[config.mk]
export PLATFORM = sky130hd
export DESIGN_NAME = counter_btn_ctrl
export DESIGN_NICKNAME = d
export VERILOG_FILES = /design/src/rtl/counter_btn_ctrl.sv
export SDC_FILE = /design/constraint.sdc
export NUM_CORES = 1
export LEC_CHECK = 0
export ABC_CLOCK_PERIOD_IN_PS = 1900
export CORE_AREA = 2 2 68 70
export DETAILED_ROUTE_END_ITERATION = 8
export DIE_AREA = 0 0 70 72
export PLACE_DENSITY = 0.74
export SLEW_MARGIN = 0
export SYNTH_ARGS = -nofsm -noshare
export SYNTH_HDL_FRONTEND = slang
export SYNTH_SLANG_ARGS = --single-unit
export TNS_END_PERCENT = 100
[constraint.sdc]
create_clock -name clk -period 1.9 [get_ports clk]
set_input_delay 0.19 -clock clk [delete_from_list [all_inputs] [get_ports clk]]
set_output_delay 0.19 -clock clk [all_outputs]
set_load 0.03 [all_outputs]
[src/rtl/counter_btn_ctrl.sv]
// rtl/counter_btn_ctrl.sv - run/stop/clear FSM, tick prescaler and 0..MAX_COUNT counter
// Optional feature macro: COUNTER_BTN_CTRL_DOWN_EN (adds up/down mode; default build counts up only)
module counter_btn_ctrl #(
    parameter int TICK_DIV  = 10_000_000,
    parameter int MAX_COUNT = 9999
) (
    input  logic        clk,
    input  logic        rst,
    input  logic        i_run_stop,
    input  logic        i_clear,
    input  logic        i_mode,
    output logic [13:0] o_count,
    output logic        o_run,
    output logic        o_mode,
    output logic        o_tick
);

    localparam int                DIV_W    = $clog2(TICK_DIV);
    localparam logic [DIV_W-1:0]  DIV_LAST = DIV_W'(TICK_DIV - 1);
    localparam logic [DIV_W-1:0]  DIV_ONE  = DIV_W'(1);
    localparam logic [13:0]       CNT_MAX  = 14'(MAX_COUNT);

    typedef enum logic [1:0] {
        ST_STOP  = 2'd0,
        ST_RUN   = 2'd1,
        ST_CLEAR = 2'd2
    } state_t;

    state_t             state;
    state_t             state_next;
    logic [DIV_W-1:0]   div;
    logic               tick;
    logic [13:0]        count;
    logic [13:0]        count_next;
    logic               mode;

    // A step happens on the last prescaler cycle while running
    assign tick = (state == ST_RUN) && (div == DIV_LAST);

    // State register
    always_ff @(posedge clk or negedge rst) begin
        if (!rst) begin
            state <= ST_STOP;
        end else begin
            state <= state_next;
        end
    end

    // Next-state decode; clear wins over run/stop in STOP, CLEAR lasts one cycle
    always_comb begin
        state_next = state;
        case (state)
            ST_STOP: begin
                if (i_clear) begin
                    state_next = ST_CLEAR;
                end else if (i_run_stop) begin
                    state_next = ST_RUN;
                end
            end
            ST_RUN: begin
                if (i_run_stop) begin
                    state_next = ST_STOP;
                end
            end
            ST_CLEAR: begin
                state_next = ST_STOP;
            end
            default: begin
                state_next = ST_STOP;
            end
        endcase
    end

    // Prescaler runs only in RUN so a resume always waits a full period
    always_ff @(posedge clk or negedge rst) begin
        if (!rst) begin
            div <= '0;
        end else if (state == ST_RUN) begin
            div <= tick ? '0 : div + DIV_ONE;
        end else begin
            div <= '0;
        end
    end

`ifdef COUNTER_BTN_CTRL_DOWN_EN
    // Direction toggle, accepted in every state
    always_ff @(posedge clk or negedge rst) begin
        if (!rst) begin
            mode <= 1'b0;
        end else if (i_mode) begin
            mode <= ~mode;
        end
    end

    // Next count value with explicit wrap in both directions
    always_comb begin
        count_next = count;
        if (mode) begin
            count_next = (count == 14'd0) ? CNT_MAX : count - 14'd1;
        end else begin
            count_next = (count >= CNT_MAX) ? 14'd0 : count + 14'd1;
        end
    end
`else
    logic mode_unused;
    assign mode_unused = i_mode;
    assign mode        = 1'b0;

    // Next count value, up only with explicit wrap
    always_comb begin
        count_next = count;
        count_next = (count >= CNT_MAX) ? 14'd0 : count + 14'd1;
    end
`endif

    // Count register: zeroed when leaving CLEAR, stepped on each tick
    always_ff @(posedge clk or negedge rst) begin
        if (!rst) begin
            count <= 14'd0;
        end else if (state == ST_CLEAR) begin
            count <= 14'd0;
        end else if (tick) begin
            count <= count_next;
        end
    end

    // Tick output is registered so it lines up with the new count value
    always_ff @(posedge clk or negedge rst) begin
        if (!rst) begin
            o_tick <= 1'b0;
        end else begin
            o_tick <= tick;
        end
    end

    assign o_count = count;
    assign o_run   = (state == ST_RUN);
    assign o_mode  = mode;

endmodule
* Word-level counts from Yosys, hierarchy flattened
Cells that the tools add are included.
Widths: inputs -> output; s select.
** Operators by class
- $add $sub $neg :: 2
- Multiply operators :: 0
- Divide/modulo/power cells :: 0
- $lt $le $gt $ge :: 1
- Equal/unequal tests :: 5
- Shift-type cells :: 0
- Mux-type cells :: 9
- Bitwise gates (word level) :: 0
- Reductions and logical operators :: 4
** Operators with widths (count)
- $mux 24 :: 2
- $mux 14 :: 3
- $add 24x1->24 const B :: 1
- $eq 24x24->1 const B :: 1
- $add 14x1->14 const B :: 1
- $ge 14x14->1 const B :: 1
- $mux 2 :: 3
- $pmux 2 s2 :: 1
- $ne 3x3->1 const B :: 1
- $eq 2x1->1 const B :: 1
- $eq 2x2->1 const B :: 1
- $logic_not 2->1 :: 1
- $ne 2x2->1 const B :: 1
- $reduce_and 2->1 :: 1
- $reduce_bool 2->1 :: 1
- $logic_and 1x1->1 :: 1
** Word-level totals
- Register bits :: 41
- Latch bits :: 0
- RAM bits :: 0
- Memory bits (read-only) :: 0
- Logic and storage cells :: 25
- Memories kept :: 0

* Longest topological paths before layout
Gate-level depths: netlist (run 1).
- Depth in word-level cells :: 4
- Depth in mapped cells :: 8
- Gate-level depth less buffers :: 6

* Worst setup path after synthesis (run 1)
Ideal clock, no wire load.
- Path type :: register to register
- Start point :: register div[0]
- End point :: register count[4], in the netlist o_count[4]
- Data arrival time :: 1948 ps
- Data required time :: 1818 ps
- Path slack :: -130 ps
- Cell stages (with the launch flop) :: 9
- Cell sequence :: dfrtp_1 -> ha_1 -> nand2_1 -> or4_4 -> nor4_2 -> buf_4 -> buf_6 -> nand2_1 -> a31oi_1
** On the way
- Word-level cells in the longest chain between the ends :: 3
** Ends and longest elaborated chain
- start, declared :: line 31 : logic [DIV_W-1:0] div;
- start signal, assigned :: line 79 : div <= tick ? '0 : div + DIV_ONE;
- $eq 24x24->1 :: line 38 : assign tick = (state == ST_RUN) && (div == DIV_LAST);
- $logic_and 1x1->1 :: line 38
- $reduce_bool 2->1 (no line)
- end signal, assigned :: line 123 : count <= count_next;
- end, declared :: line 33 : logic [13:0] count;
Every way passes these cells.
A chain may end at the register's enable or synchronous reset.

* Worst setup path after layout (run 1)
- Start point :: register state[1]
- End point :: register count[9], in the netlist o_count[9]
** On the way
- Word-level cells in the longest chain between the ends :: 3
- Elaborated cells on any way between the ends :: 5
- Those cells by class :: eq/ne: 2; mux: 1; reduce/logical: 2
** Ends and longest elaborated chain
- start, declared :: line 29 : state_t state;
- start signal, assigned :: line 45 : state <= state_next;
- $eq 2x1->1 :: line 38
- $logic_and 1x1->1 :: line 38
- $reduce_bool 2->1 (no line)
Parallel ways exist; a longest one is shown, timed or not.

==> results by group, run 1 <==
Run status
  – Status: finished, violations left
  – Failing checks: setup timing

STA
  – RSZ-0062 raised after global routing: yes
  – Max-slew violations: 0
  – Worst rel slew slack: between 60% and 70%
  – Hold Vio Cnt, Final: 0
  – Worst-Margin Slew: 526 ps
  – Final worst slack: -145 ps
  – Period Utilization, post-route: 108%
  – Worst Skew: between 7 and 8 ps
  – Final count of negative-setup-slack endpoints: 11
  – Period minus WS final: 2050 ps
  – Fmax: about 490 MHz
  – Hold_ws: around 500 ps

Final layout
  – NumNets Final: 314
  – Layout cell share with drive strength beyond 1: 31.3%
  – N_diodes: 0
  – Syn-to-layout area delta: 44.6%
  – Post-Layout Inst Area: 0.00308 mm2
  – Cell Count, Final, Fillers Out: 359

Power
  – Leak Pwr: roughly 1.3 nW
  – Worst VDD drop: about 0.38 mV
  – Power Dens Cells: 521 mW/mm2
  – Overall Power: ~1.6 mW

Floorplanning
  – # rows: 24
  – Initial Utilization: 49.9%
  – Core area: approximately 0.0043 mm2
  – Die area: 0.00504 mm2
  – I/O pin cnt: 22
  – Die height: just over 70 um
  – Die Wd: ~70 um

Routing
  – Post-Route WL: 5100 um
  – Routed vias/inst: approximately 5.5
  – Drt pass-1 iters: 4
  – Post-route ant nets: 0
  – Drc violations: 0
  – Routed vias: about 2.0k
  – Drt wl/cell: 14.2 um
  – DR iter-0 viols: around 120

Synthesis
  – Synthesized area per cell: 9.54 um2
  – Post-Syn Area: between 0.002 and 0.0025 mm2
  – Sequential fraction of the synthesis area: 48.2%
  – Mapped Cells: about 220
  – Synth Net Count: 230
  – Library cells used by synthesis: 46
  – Yosys reg bits: 41
  – YS warnings: 0

Place
  – Detail Placement HPWL: about 3500 um
  – GPL Wtd Cong: around 0.81
  – IO buf count: 19
  – Dpl cells: approximately 340
  – Placed cell area: about 0.0028 mm2

GRT
  – Largest net degree at the start of global routing: 42
  – Vias in the first global route: 1899
  – Global-route wire length before repair: ~8400 um
  – Met2 usage: approximately 37%
  – GRT busiest layer: met2
  – Global Route Usage Sum: between 20% and 30%
  – GRT met3 Usage: ~4.2%
  – Met1 GRT Util: 25.8%
  – Grt ovf: 0
  – Number of antenna violations at the first check in global routing: 0

Clock tree
  – Clock transition at path regs: approximately 80 ps
  – Root Buffer: clkbuf_8
  – # clock sinks: 41
  – Clock Tree Buf Depth: 2
  – Clock Latency Late Sink: roughly 300 ps
  – H-tree levels: 2
  – TritonCTS clock tree: done
  – CTS Buf Count: 5

Setup path
  – Critical path startpoint category: flop
  – CP Data Required Time: 2090 ps
  – Crit path DAT: 2230 ps
  – Crit end category: flop
  – Crit path max fanout: 2
  – Critical path type: reg -> reg

Hold path
  – Worst min path class: in -> async

Job
  – Max capacitance violation total: 0
[state kept, by name (all words and copies together) (netlist names)]
register	cells
div	24
o_count	14
o_tick	1
state	2
[final cells by class]
| type | count | area, um2 |
|---|---|---|
| multi-input combinational | 172 | 1170 |
| inverter | 3 | 11.3 |
| sequential | 41 | 1030 |
| tap | 52 | 65.1 |
| timing repair buffer | 84 | 714 |
| clock buffer | 7 | 86.3 |
| fill | 311 | 1190 |
[power by group]
group | leakage [nW] | internal, mW | total [mW] | switching (mW)
logic | 0.726 | 0.0574 | 0.136 | 0.0787
clock network | 0.0443 | 0.288 | 0.580 | 0.292
registers | 0.567 | 0.880 | 0.885 | 0.00527
[cells in the final DEF, fill, tap and decap left out, types with 8 or more instances in the layout]
| cell | instances |
|---|---|
| a31oi_1 | 9 |
| nand2_1 | 19 |
| buf_4 | 58 |
| nand3_1 | 12 |
| nor2_1 | 29 |
| xor2_1 | 15 |
| clkdlybuf4s50_1 | 17 |
| dfrtp_1 | 39 |
| nand4_1 | 8 |
[critical path: stages, from the launching register on]
cell and delay [ps]:
dfrtp_1 380, nand4b_1 230, or4_4 570, buf_6 140, buf_6 110, a211o_1 280, a32o_1 230
[per-layer routing]
metal | routed length [um] | up-vias | part of all wire [%]
met3 | 114 | 6 | 2.2
met5 | 0 | - | 0
met2 | 2680 | 21 | 52
met4 | 63 | 0 | 1.2
met1 | 2250 | 986 | 44
li1 | - | 972 | -
[path summary, 6_finish.rpt]
path	to	start	cells after the start	slack, ps
worst min-delay path	o_count[10]$_DFFE_PN0P_	rst	3	490
worst max register to register	o_count[9]$_DFFE_PN0P_	state[1]$_DFFE_PN0P_	6	-150
worst max-delay path	o_count[9]$_DFFE_PN0P_	state[1]$_DFFE_PN0P_	6	-150
min in group clk	state[1]$_DFFE_PN0P_	i_clear	2	490
max in group asynchronous	o_count[1]$_DFFE_PN0P_	rst	3	1020
worst min register to register	o_count[12]$_DFFE_PN0P_	o_count[12]$_DFFE_PN0P_	1	520
[synthesized netlist by cell type, drive strengths merged]
master | count | area share [%]
or3 | 3 | 0.88
and3 | 6 | 1.8
nor3b | 1 | 0.35
a41oi | 3 | 1.2
mux2 | 1 | 0.53
nand2b | 1 | 0.29
nor4 | 4 | 1.5
or4 | 1 | 0.53
nor2 | 30 | 5.3
or2 | 2 | 0.59
nand2 | 20 | 3.5
a21oi | 8 | 2.1
a21boi | 1 | 0.35
nor3 | 8 | 1.9
nand4bb | 1 | 0.53
conb | 1 | 0.18
a32o | 1 | 0.47
a2bb2oi | 1 | 0.41
nand3 | 14 | 3.3
and2 | 1 | 0.29
nand4b | 2 | 0.82
nor4b | 2 | 0.82
clkbuf | 2 | 0.35
a22o | 1 | 0.41
or2b | 2 | 0.71
xor2 | 15 | 6.2
o21ai | 7 | 1.6
and4 | 3 | 1.2
nor2b | 2 | 0.59
nand4 | 9 | 2.9
nor4bb | 1 | 0.47
buf | 5 | 1.7
o31ai | 1 | 0.35
a21o | 1 | 0.35
xnor2 | 6 | 2.5
inv | 3 | 0.53
ha | 2 | 1.2
dfrtp | 41 | 48
a211o | 1 | 0.41
a31oi | 9 | 2.6
[timing repair]
item | CTS | global route
resized for setup | 5 | 16
setup endpoints to repair | 7 | 37
endpoints found under the hold margin | 41 | 0
pin swaps | 1 | 2
setup buffers | 2 | 6
hold buffers | 1 | 0
[kinds of logic (layout without fill, tap and decap cells)]
logic type / after synthesis / count (layout) / share of synthesized area, %
adder cells (fa/ha/maj): 2 / 2 / 1.18
other: 1 / 1 / 0.176
flip-flops: 41 / 41 / 48.2
AND/OR/NAND/NOR: 113 / 113 / 28.3
AO/OA/AOI/OAI: 34 / 34 / 10.4
buffers and inverters: 10 / 94 / 2.59
multiplexers: 1 / 1 / 0.529
XOR/XNOR: 21 / 21 / 8.65
[metrics by stage]
step	setup TNS [ps]	util, %	worst slack (ps)
floorplan	-130	-	-46.8
global placement	-68.3	65.8	-36.4
detailed placement	-225	65.8	-97.4
CTS	-239	69.0	-76.8
global route	-1810	72.1	-183
finish	-507	72.1	-145
(Power assumes the default switching activity.)
==> run 2, diff against run 1 <==
--- a/config.mk
+++ b/config.mk
@@ -10,7 +10,6 @@
 export DETAILED_ROUTE_END_ITERATION = 8
 export DIE_AREA = 0 0 70 72
 export PLACE_DENSITY = 0.74
-export SLEW_MARGIN = 0
 export SYNTH_ARGS = -nofsm -noshare
 export SYNTH_HDL_FRONTEND = slang
 export SYNTH_SLANG_ARGS = --single-unit
==> results of run 2 <==
Same layout as run 1: the final DEF is identical, and so are final timing and power.
==> run 3, diff against run 2 <==
--- a/config.mk
+++ b/config.mk
@@ -7,8 +7,10 @@
 export LEC_CHECK = 0
 export ABC_CLOCK_PERIOD_IN_PS = 1900
 export CORE_AREA = 2 2 68 70
+export CTS_CLUSTER_SIZE = 8
 export DETAILED_ROUTE_END_ITERATION = 8
 export DIE_AREA = 0 0 70 72
+export HOLD_SLACK_MARGIN = 0.08
 export PLACE_DENSITY = 0.74
 export SYNTH_ARGS = -nofsm -noshare
 export SYNTH_HDL_FRONTEND = slang
==> results of run 3 <==
Same layout as run 1: the final DEF is identical, and so are final timing and power.
